==> src/rtl/pipeline_hazard_ctrl_pkg.sv <==
// Shared types and constants for the pipeline stall/flush controller.
package pipeline_hazard_ctrl_pkg;

  localparam int REG_ADDR_W = 5;
  localparam int CNT_W_DEF  = 32;

  typedef enum logic [1:0] {
    RUN        = 2'd0,
    FREEZE     = 2'd1,
    PEND_REDIR = 2'd2
  } hz_state_e;

endpackage

==> src/rtl/pipeline_hazard_ctrl_hazard_detect.sv <==
// Load-use detector: the ID instruction reads the register that the load in EXE will write.
module hazard_detect #(
  parameter int REG_ADDR_W = 5
) (
  input  logic [REG_ADDR_W-1:0] id_rs1_addr,
  input  logic [REG_ADDR_W-1:0] id_rs2_addr,
  input  logic                  id_use_rs1,
  input  logic                  id_use_rs2,
  input  logic                  exe_valid,
  input  logic [REG_ADDR_W-1:0] exe_rd_addr,
  input  logic                  exe_mem_read,
  output logic                  load_use
);

  logic rs1_hit, rs2_hit;

  assign rs1_hit  = id_use_rs1 & (id_rs1_addr == exe_rd_addr);
  assign rs2_hit  = id_use_rs2 & (id_rs2_addr == exe_rd_addr);
  // x0 is hardwired to zero, so a load into it never creates a dependency
  assign load_use = exe_valid & exe_mem_read & (exe_rd_addr != '0) & (rs1_hit | rs2_hit);

endmodule

==> src/rtl/pipeline_hazard_ctrl.sv <==
// Stall/flush controller for the 5-stage pipeline: freeze, redirect, load-use bubble, perf counters.
module pipeline_hazard_ctrl #(
  parameter int CNT_W      = pipeline_hazard_ctrl_pkg::CNT_W_DEF,
  parameter int REG_ADDR_W = pipeline_hazard_ctrl_pkg::REG_ADDR_W
) (
  input  logic                  clk,
  input  logic                  rst_n,
  input  logic [REG_ADDR_W-1:0] id_rs1_addr,
  input  logic [REG_ADDR_W-1:0] id_rs2_addr,
  input  logic                  id_use_rs1,
  input  logic                  id_use_rs2,
  input  logic                  exe_valid,
  input  logic [REG_ADDR_W-1:0] exe_rd_addr,
  input  logic                  exe_mem_read,
  input  logic                  exe_jump_sel,
  input  logic                  imem_wait,
  input  logic                  dmem_wait,
  output logic                  pc_stall,
  output logic                  if_id_stall,
  output logic                  id_exe_stall,
  output logic                  exe_mem_stall,
  output logic                  mem_wb_stall,
  output logic                  if_id_flush,
  output logic                  id_exe_flush,
  output logic                  pc_redirect,
  output logic                  alu_enable,
  output logic [CNT_W-1:0]      stall_cnt,
  output logic [CNT_W-1:0]      flush_cnt
);
  import pipeline_hazard_ctrl_pkg::*;

  hz_state_e        state_q, state_d;
  logic             pend_q, pend_d;
  logic             taken_seen_q, taken_seen_d;
  logic [CNT_W-1:0] stall_cnt_q, stall_cnt_d;
  logic [CNT_W-1:0] flush_cnt_q, flush_cnt_d;
  logic             freeze, load_use, taken, redirect_req;

  hazard_detect #(.REG_ADDR_W(REG_ADDR_W)) u_hazard_detect (
    .id_rs1_addr  (id_rs1_addr),
    .id_rs2_addr  (id_rs2_addr),
    .id_use_rs1   (id_use_rs1),
    .id_use_rs2   (id_use_rs2),
    .exe_valid    (exe_valid),
    .exe_rd_addr  (exe_rd_addr),
    .exe_mem_read (exe_mem_read),
    .load_use     (load_use)
  );

  assign freeze       = imem_wait | dmem_wait;
  // taken_seen masks a jump_sel that is still held by an EXE instruction already redirected
  assign taken        = exe_valid & exe_jump_sel & ~taken_seen_q;
  assign redirect_req = taken | pend_q;
  assign alu_enable   = exe_valid & rst_n;
  assign stall_cnt    = stall_cnt_q;
  assign flush_cnt    = flush_cnt_q;

  always_comb begin
    pc_stall      = 1'b0;
    if_id_stall   = 1'b0;
    id_exe_stall  = 1'b0;
    exe_mem_stall = 1'b0;
    mem_wb_stall  = 1'b0;
    if_id_flush   = 1'b0;
    id_exe_flush  = 1'b0;
    pc_redirect   = 1'b0;
    pend_d        = pend_q;

    if (!rst_n) begin
      if_id_flush  = 1'b1;
      id_exe_flush = 1'b1;
    end else if (freeze) begin
      pc_stall      = 1'b1;
      if_id_stall   = 1'b1;
      id_exe_stall  = 1'b1;
      exe_mem_stall = 1'b1;
      mem_wb_stall  = 1'b1;
      pend_d        = pend_q | taken;
    end else if (redirect_req) begin
      pc_redirect  = 1'b1;
      if_id_flush  = 1'b1;
      id_exe_flush = 1'b1;
      pend_d       = 1'b0;
    end else if (load_use) begin
      // one bubble: hold PC and IF/ID, let the load move on to MEM
      pc_stall     = 1'b1;
      if_id_stall  = 1'b1;
      id_exe_flush = 1'b1;
    end

    if (taken)
      taken_seen_d = 1'b1;
    else if (!id_exe_stall)
      taken_seen_d = 1'b0;
    else
      taken_seen_d = taken_seen_q;

    stall_cnt_d = stall_cnt_q;
    if (pc_stall && !(&stall_cnt_q))
      stall_cnt_d = stall_cnt_q + CNT_W'(1);

    flush_cnt_d = flush_cnt_q;
    if (pc_redirect && !(&flush_cnt_q))
      flush_cnt_d = flush_cnt_q + CNT_W'(1);
  end

  always_comb begin
    state_d = state_q;
    case (state_q)
      RUN:        if (freeze) state_d = FREEZE;
      FREEZE:     if (!freeze) state_d = pend_q ? PEND_REDIR : RUN;
      PEND_REDIR: state_d = freeze ? FREEZE : RUN;
      default:    state_d = RUN;
    endcase
  end

  always_ff @(posedge clk or negedge rst_n) begin
    if (!rst_n) begin
      state_q      <= RUN;
      pend_q       <= 1'b0;
      taken_seen_q <= 1'b0;
      stall_cnt_q  <= '0;
      flush_cnt_q  <= '0;
    end else begin
      state_q      <= state_d;
      pend_q       <= pend_d;
      taken_seen_q <= taken_seen_d;
      stall_cnt_q  <= stall_cnt_d;
      flush_cnt_q  <= flush_cnt_d;
    end
  end

endmodule

==> config.mk <==
export PLATFORM = sky130hd
export DESIGN_NAME = pipeline_hazard_ctrl
export DESIGN_NICKNAME = d
export VERILOG_FILES = /design/src/rtl/pipeline_hazard_ctrl_pkg.sv /design/src/rtl/pipeline_hazard_ctrl_hazard_detect.sv /design/src/rtl/pipeline_hazard_ctrl.sv
export SDC_FILE = /design/constraint.sdc
export NUM_CORES = 1
export LEC_CHECK = 0
export ABC_AREA = 1
export CAP_MARGIN = 20
export CORE_ASPECT_RATIO = 0.9
export CORE_MARGIN = 1
export CORE_UTILIZATION = 47
export CTS_CLUSTER_DIAMETER = 120
export CTS_CLUSTER_SIZE = 25
export DETAILED_ROUTE_END_ITERATION = 12
export GPL_ROUTABILITY_DRIVEN = 0
export PLACE_DENSITY = 0.77
export SYNTH_ARGS = -nofsm -noshare
export SYNTH_HDL_FRONTEND = slang
export SYNTH_HIERARCHICAL = 1
export SYNTH_SLANG_ARGS = --single-unit
==> constraint.sdc <==
create_clock -name clk -period 1.8 [get_ports clk]
set_clock_uncertainty 0.1 [all_clocks]
set_input_delay 0.36 -clock clk [delete_from_list [all_inputs] [get_ports clk]]
set_output_delay 0.36 -clock clk [all_outputs]
set_load 0.02 [all_outputs]
# Word-level counts from Yosys, hierarchy flattened
# Index checks and enable logic that the tools add are counted.
# word_totals
elab_cells	47
regBits	66
in_bits	24
out_inout_bits	73
# op_classes
n_reduce_logical	9
bitwise	12
eq_ne	3
muxes	17
n_addsub	2
# op_table
op	count
$add A32 B1 Y32 const B	2
$reduce_and A32 Y1	2
$mux W1	17
$eq A5 B5 Y1	2
$and A1 B1 Y1	8
$reduce_bool A5 Y1	1
$or A1 B1 Y1	3
$logic_and A1 B1 Y1	2
$logic_not A1 Y1	2
$ne A2 B1 Y1 const B	1
$reduce_and A2 Y1	1
$reduce_bool A2 Y1	1
$not A1 Y1	1

# Logic depth before layout (Yosys ltp)
# logic_depth
word_depth	9
depth_mapped	13
ltp_nobuf	12

# Modules after synthesis
# The synthesis kept the hierarchy.
# by_module_without_submodules
mod	seq_area_each_um2	cells_per_inst	area_each_um2	instances
pipeline_hazard_ctrl	1651.6	710	4455.5	1
hazard_detect	0.0	56	220.2	1

# Worst setup path after synthesis
# No wires, ideal clock.
# synth_path
path_kind	input -> output
from	input id_rs1_addr[0]
to	output pc_stall
path_buffers	1
cell_stages	9
t_arrival_ns	1.671
setup_slack_ns	-0.331
required_time_ns	1.340
path_cell_list	inv_1 nand2_1 nand2_1 nor2_1 nand3_1 a21oi_1 nand3_1 a21oi_1 buf_4
# synth_between
elab_chain_cells	8
# synth_rtl
element	line_no	source
start: declaration	pipeline_hazard_ctrl.sv:8	input logic [REG_ADDR_W-1:0] id_rs1_addr,
$eq A5 B5 Y1	pipeline_hazard_ctrl_hazard_detect.sv:17	assign rs1_hit = id_use_rs1 & (id_rs1_addr == exe_rd_addr);
$and A1 B1 Y1	pipeline_hazard_ctrl_hazard_detect.sv:17	
$or A1 B1 Y1	pipeline_hazard_ctrl_hazard_detect.sv:20	assign load_use = exe_valid & exe_mem_read & (exe_rd_addr != '0) & (rs1_hit | rs2_hit);
$and A1 B1 Y1	pipeline_hazard_ctrl_hazard_detect.sv:20	
via load_use	pipeline_hazard_ctrl.sv:37	logic freeze, load_use, taken, redirect_req;
$mux W1 (4 in series)	--	
end: declaration	pipeline_hazard_ctrl.sv:18	output logic pc_stall,
# The timed path passes the listed nets, and every way through them passes these cells.

# Worst setup path in the final report
# layout_path
from	input exe_rd_addr[0]
to	output pc_stall
# layout_between
elab_chain_cells	8
elab_cells_between_ends	12
classes_between	eq/ne: 2; mux: 4; bitwise: 5; reduce/logical: 1
# layout_rtl
element	line_no	source
start: declaration	pipeline_hazard_ctrl.sv:13	input logic [REG_ADDR_W-1:0] exe_rd_addr,
$eq A5 B5 Y1 (on tied branches)	pipeline_hazard_ctrl_hazard_detect.sv:17, pipeline_hazard_ctrl_hazard_detect.sv:18	
$and A1 B1 Y1 (on tied branches)	pipeline_hazard_ctrl_hazard_detect.sv:17, pipeline_hazard_ctrl_hazard_detect.sv:18	
$or A1 B1 Y1	pipeline_hazard_ctrl_hazard_detect.sv:20	
$and A1 B1 Y1 *	pipeline_hazard_ctrl_hazard_detect.sv:20	
via load_use	pipeline_hazard_ctrl.sv:37	
$mux W1 *	pipeline_hazard_ctrl.sv:84	end else if (load_use) begin
$mux W1 *	pipeline_hazard_ctrl.sv:79	end else if (redirect_req) begin
$mux W1 *	pipeline_hazard_ctrl.sv:72	end else if (freeze) begin
$mux W1 *	pipeline_hazard_ctrl.sv:69	if (!rst_n) begin
# The timed path passes the listed nets; every way through them passes the cells marked *.

==> results.json <==
{
  "r2r_slack_ns": 0.06,
  "maxCapViolations": 0,
  "syn_to_final_growth_pct": 39.3,
  "status": "finished with violations",
  "r2r-start": "flush_cnt[8]",
  "wl_met2_um": 6370,
  "min-delay-path-class": "in -> async",
  "critPathTopFamily": "simple AND/OR/NAND/NOR gates",
  "maxUsedRoutingLayer": "met4",
  "crit_path_end_kind": "primary output",
  "swShare_pct": 31.4,
  "drive_gt1_share_pct": 18.3,
  "cts.clk_slew.worst_paths_ns": 0.08,
  "track_usage_pct": 26.4,
  "dpl_cell_area_mm2": 0.00604,
  "grt_overflow": 0,
  "yosysWarnings": 6,
  "wirelength_um": 13800,
  "met3WireLength_um": 1070,
  "grt_start_max_net_pins": 66,
  "pwr-share-seq_pct": 44.5,
  "row_count": 34,
  "intPower_mw": 2.58,
  "pwr-share-clk_pct": 33.2,
  "drtIter0Drc": 383,
  "synth_area_per_cell_um2": 6.10,
  "start_util_pct": 48.4,
  "wl_per_cell_um": 13.2,
  "clkLatencyLatePin_ns": 0.36,
  "ant_nets": 0,
  "final-hold-violation-count": 0,
  "die_w_um": 107,
  "peakVddDrop_mv": 0.543,
  "clockRootBuffer": "clkbuf_8",
  "synthesis.nets": 792,
  "rsz0062_at_grt": "true",
  "fmax_ghz": 0.512,
  "slowest_stage": "a21oi_4",
  "path_class": "in -> out",
  "ios": 97,
  "violations": "setup timing",
  "wirelength_met1_um": 6050,
  "vias_per_cell": 5.02,
  "drv_slew": 0,
  "layout_setup_ws_ns": -0.153,
  "ctsHtreeMaxLevel": 3,
  "nNetsFinal": 934,
  "path_cells": "buf_4, nand2_1, nand2_1, nor2_2, nand3_2, a21oi_2, nand3_2, a21oi_4, buf_6",
  "finalNonFillerCells": 1039,
  "grt_pass1_wl_um": 21800,
  "syn_inst": 766,
  "clock-sinks": 66,
  "clock_path_buffers": 2,
  "synth_edf_count": 0,
  "path_max_fanout": 5,
  "reg2reg_depth": 9,
  "synth.distinct_cells": 24,
  "cp_slowest_stage_delay_ns": 0.21,
  "dieArea_mm2": 0.0104,
  "via_count": 5216,
  "leakagePower_nw": 3.49,
  "power.switching_mw": 1.18,
  "min_period_ns": 1.95,
  "tightest_slew_ns": 0.832,
  "route.detailed.drc": 0,
  "first_global_vias": 4782,
  "crit_required_ns": 1.34,
  "critPathLaunch": "exe_rd_addr[0]",
  "setup_violations": 3,
  "synth-async-reset-ratio_pct": 100,
  "antenna_found_initial": 0,
  "worst_setup_path_start_kind": "input pin",
  "dp_cells": 1010,
  "post-route-period-util_pct": 108,
  "core_mm2": 0.00966,
  "cp.arrival_ns": 1.49,
  "power_frac_comb_pct": 22.3,
  "final_area_mm2": 0.00651,
  "cts_tree": "done",
  "critPathCapture": "pc_stall",
  "cp_num_cells": 9,
  "port_buffers": 96,
  "dp_slack_ns": -1.23,
  "drt_pass1_iterations": 5,
  "critPathBufInv": 2,
  "seq_area_frac_synth_pct": 35.3,
  "cts_buffers": 9,
  "regToRegEndpoint": "flush_cnt[25]",
  "power.density_mw_per_mm2": 578,
  "ys_ff_latch": 66,
  "slew_headroom_pct": 44.6,
  "syn-cell-area_mm2": 0.00468,
  "hpwlAfterDp_um": 9720,
  "die_y_um": 96.6,
  "ys.flop_type": "dfrtp_1",
  "diodes": 0
}
==> routing by layer <==
layer	up-vias	global-route usage (%)
met5	-	0
met3	20	6.20
li1	2591	-
met1	2407	36.4
met2	198	41.0
met4	0	8.11
==> flip-flops by register name, summed over array words and instances (netlist names) <==
register / cells
flush_cnt: 32
stall_cnt: 32
pend_q: 1
taken_seen_q: 1
==> power groups by stage <==
stage	combinational [mW]	clock, mW	sequential, mW
4_1_cts	0.766	1.26	1.66
3_5_place_dp	0.791	0	1.69
6_report	0.838	1.25	1.67
5_1_grt	0.921	1.33	1.69
3_3_place_gp	0.769	0	1.69
2_1_floorplan	0.310	0	1.78
==> through the flow <==
stage               power, mW  TNS (ns)  utilization [%]  hold slack, ns
floorplan                2.09    -0.130                -         -0.0356
global placement         2.46    -37.66             62.6           0.235
detailed placement       2.48    -43.27             62.6           0.241
CTS                      3.68    -0.154             64.7           0.271
global route             3.94    -0.638             67.4           0.330
finish                   3.76    -0.335             67.4           0.251
==> synth_stat cells, types with 2 or more instances <==
| library cell | count | share of area (%) |
|---|---|---|
| xor2_1 | 16 | 3.0 |
| buf_2 | 2 | 0.21 |
| a21oi_1 | 3 | 0.32 |
| buf_4 | 6 | 0.96 |
| nor2_8 | 2 | 0.86 |
| dfrtp_1 | 66 | 35 |
| o21ai_0 | 11 | 1.2 |
| xnor2_1 | 10 | 1.9 |
| nand3b_1 | 8 | 1.3 |
| nand2_4 | 2 | 0.48 |
| nor2_2 | 5 | 0.67 |
| nand2_2 | 4 | 0.54 |
| nor2_1 | 104 | 8.3 |
| nand2_1 | 413 | 33 |
| inv_2 | 3 | 0.24 |
| nand3_1 | 33 | 3.5 |
| inv_1 | 66 | 5.3 |
| buf_6 | 5 | 1.2 |
| ha_1 | 2 | 0.54 |
==> worst min path at each step <==
stage	start	to	slack, ns	cells past startpoint
2_1_floorplan	rst_n	flush_cnt[0]	-0.04	0
3_3_place_gp	rst_n	pend_q	0.24	2
3_5_place_dp	rst_n	pend_q	0.24	2
4_1_cts	rst_n	stall_cnt[15]	0.27	2
5_1_grt	rst_n	stall_cnt[15]	0.33	2
6_report	rst_n	stall_cnt[15]	0.25	2
==> layout by cell type (no fill, tap or decap), types with 3 or more instances in the layout <==
master         netlist  final
buf_12               0      6
buf_2                2      6
buf_4                6     39
buf_6                5     13
clkbuf_8             0     13
dfrtp_1             66     50
dfrtp_2              0     16
dlygate4sd2_1        0     74
inv_1               66     59
inv_2                3      6
inv_8                0      3
nand2_1            413    395
nand2_2              4     18
nand2_4              2      6
nand3_1             33     27
nand3_2              0      5
nand3b_1             8      8
nor2_1             104     90
nor2_2               5     13
nor2_4               1      7
o21ai_0             11     11
xnor2_1             10     10
xor2_1              16     16
==> kinds of logic after synthesis <==
| group | synth area share (%) |
|---|---|
| buf+inv | 8.13 |
| flops | 35.3 |
| fa+ha+maj | 0.535 |
| xor+xnor | 4.87 |
| simple gates | 49.6 |
| compound gates | 1.50 |
==> final cells by class <==
cell class,count,area [µm²]
Multi-Input combinational cell,616,2850
Fill cell,854,3150
Clock inverter,1,7.51
Timing Repair Buffer,145,1350
Tap cell,126,158
Inverter,70,293
Sequential cell,66,1670
Clock buffer,15,186
==> what timing repair did <==
action,in CTS,in global routing
cloned,0,2
endpoints found under the setup margin,107,67
hold buffers,2,0
pin swaps,26,30
buffers inserted,6,3
gates resized for setup,194,60
endpoints found under the hold margin,2,0
No activity file was read; power rests on OpenSTA's default activity.
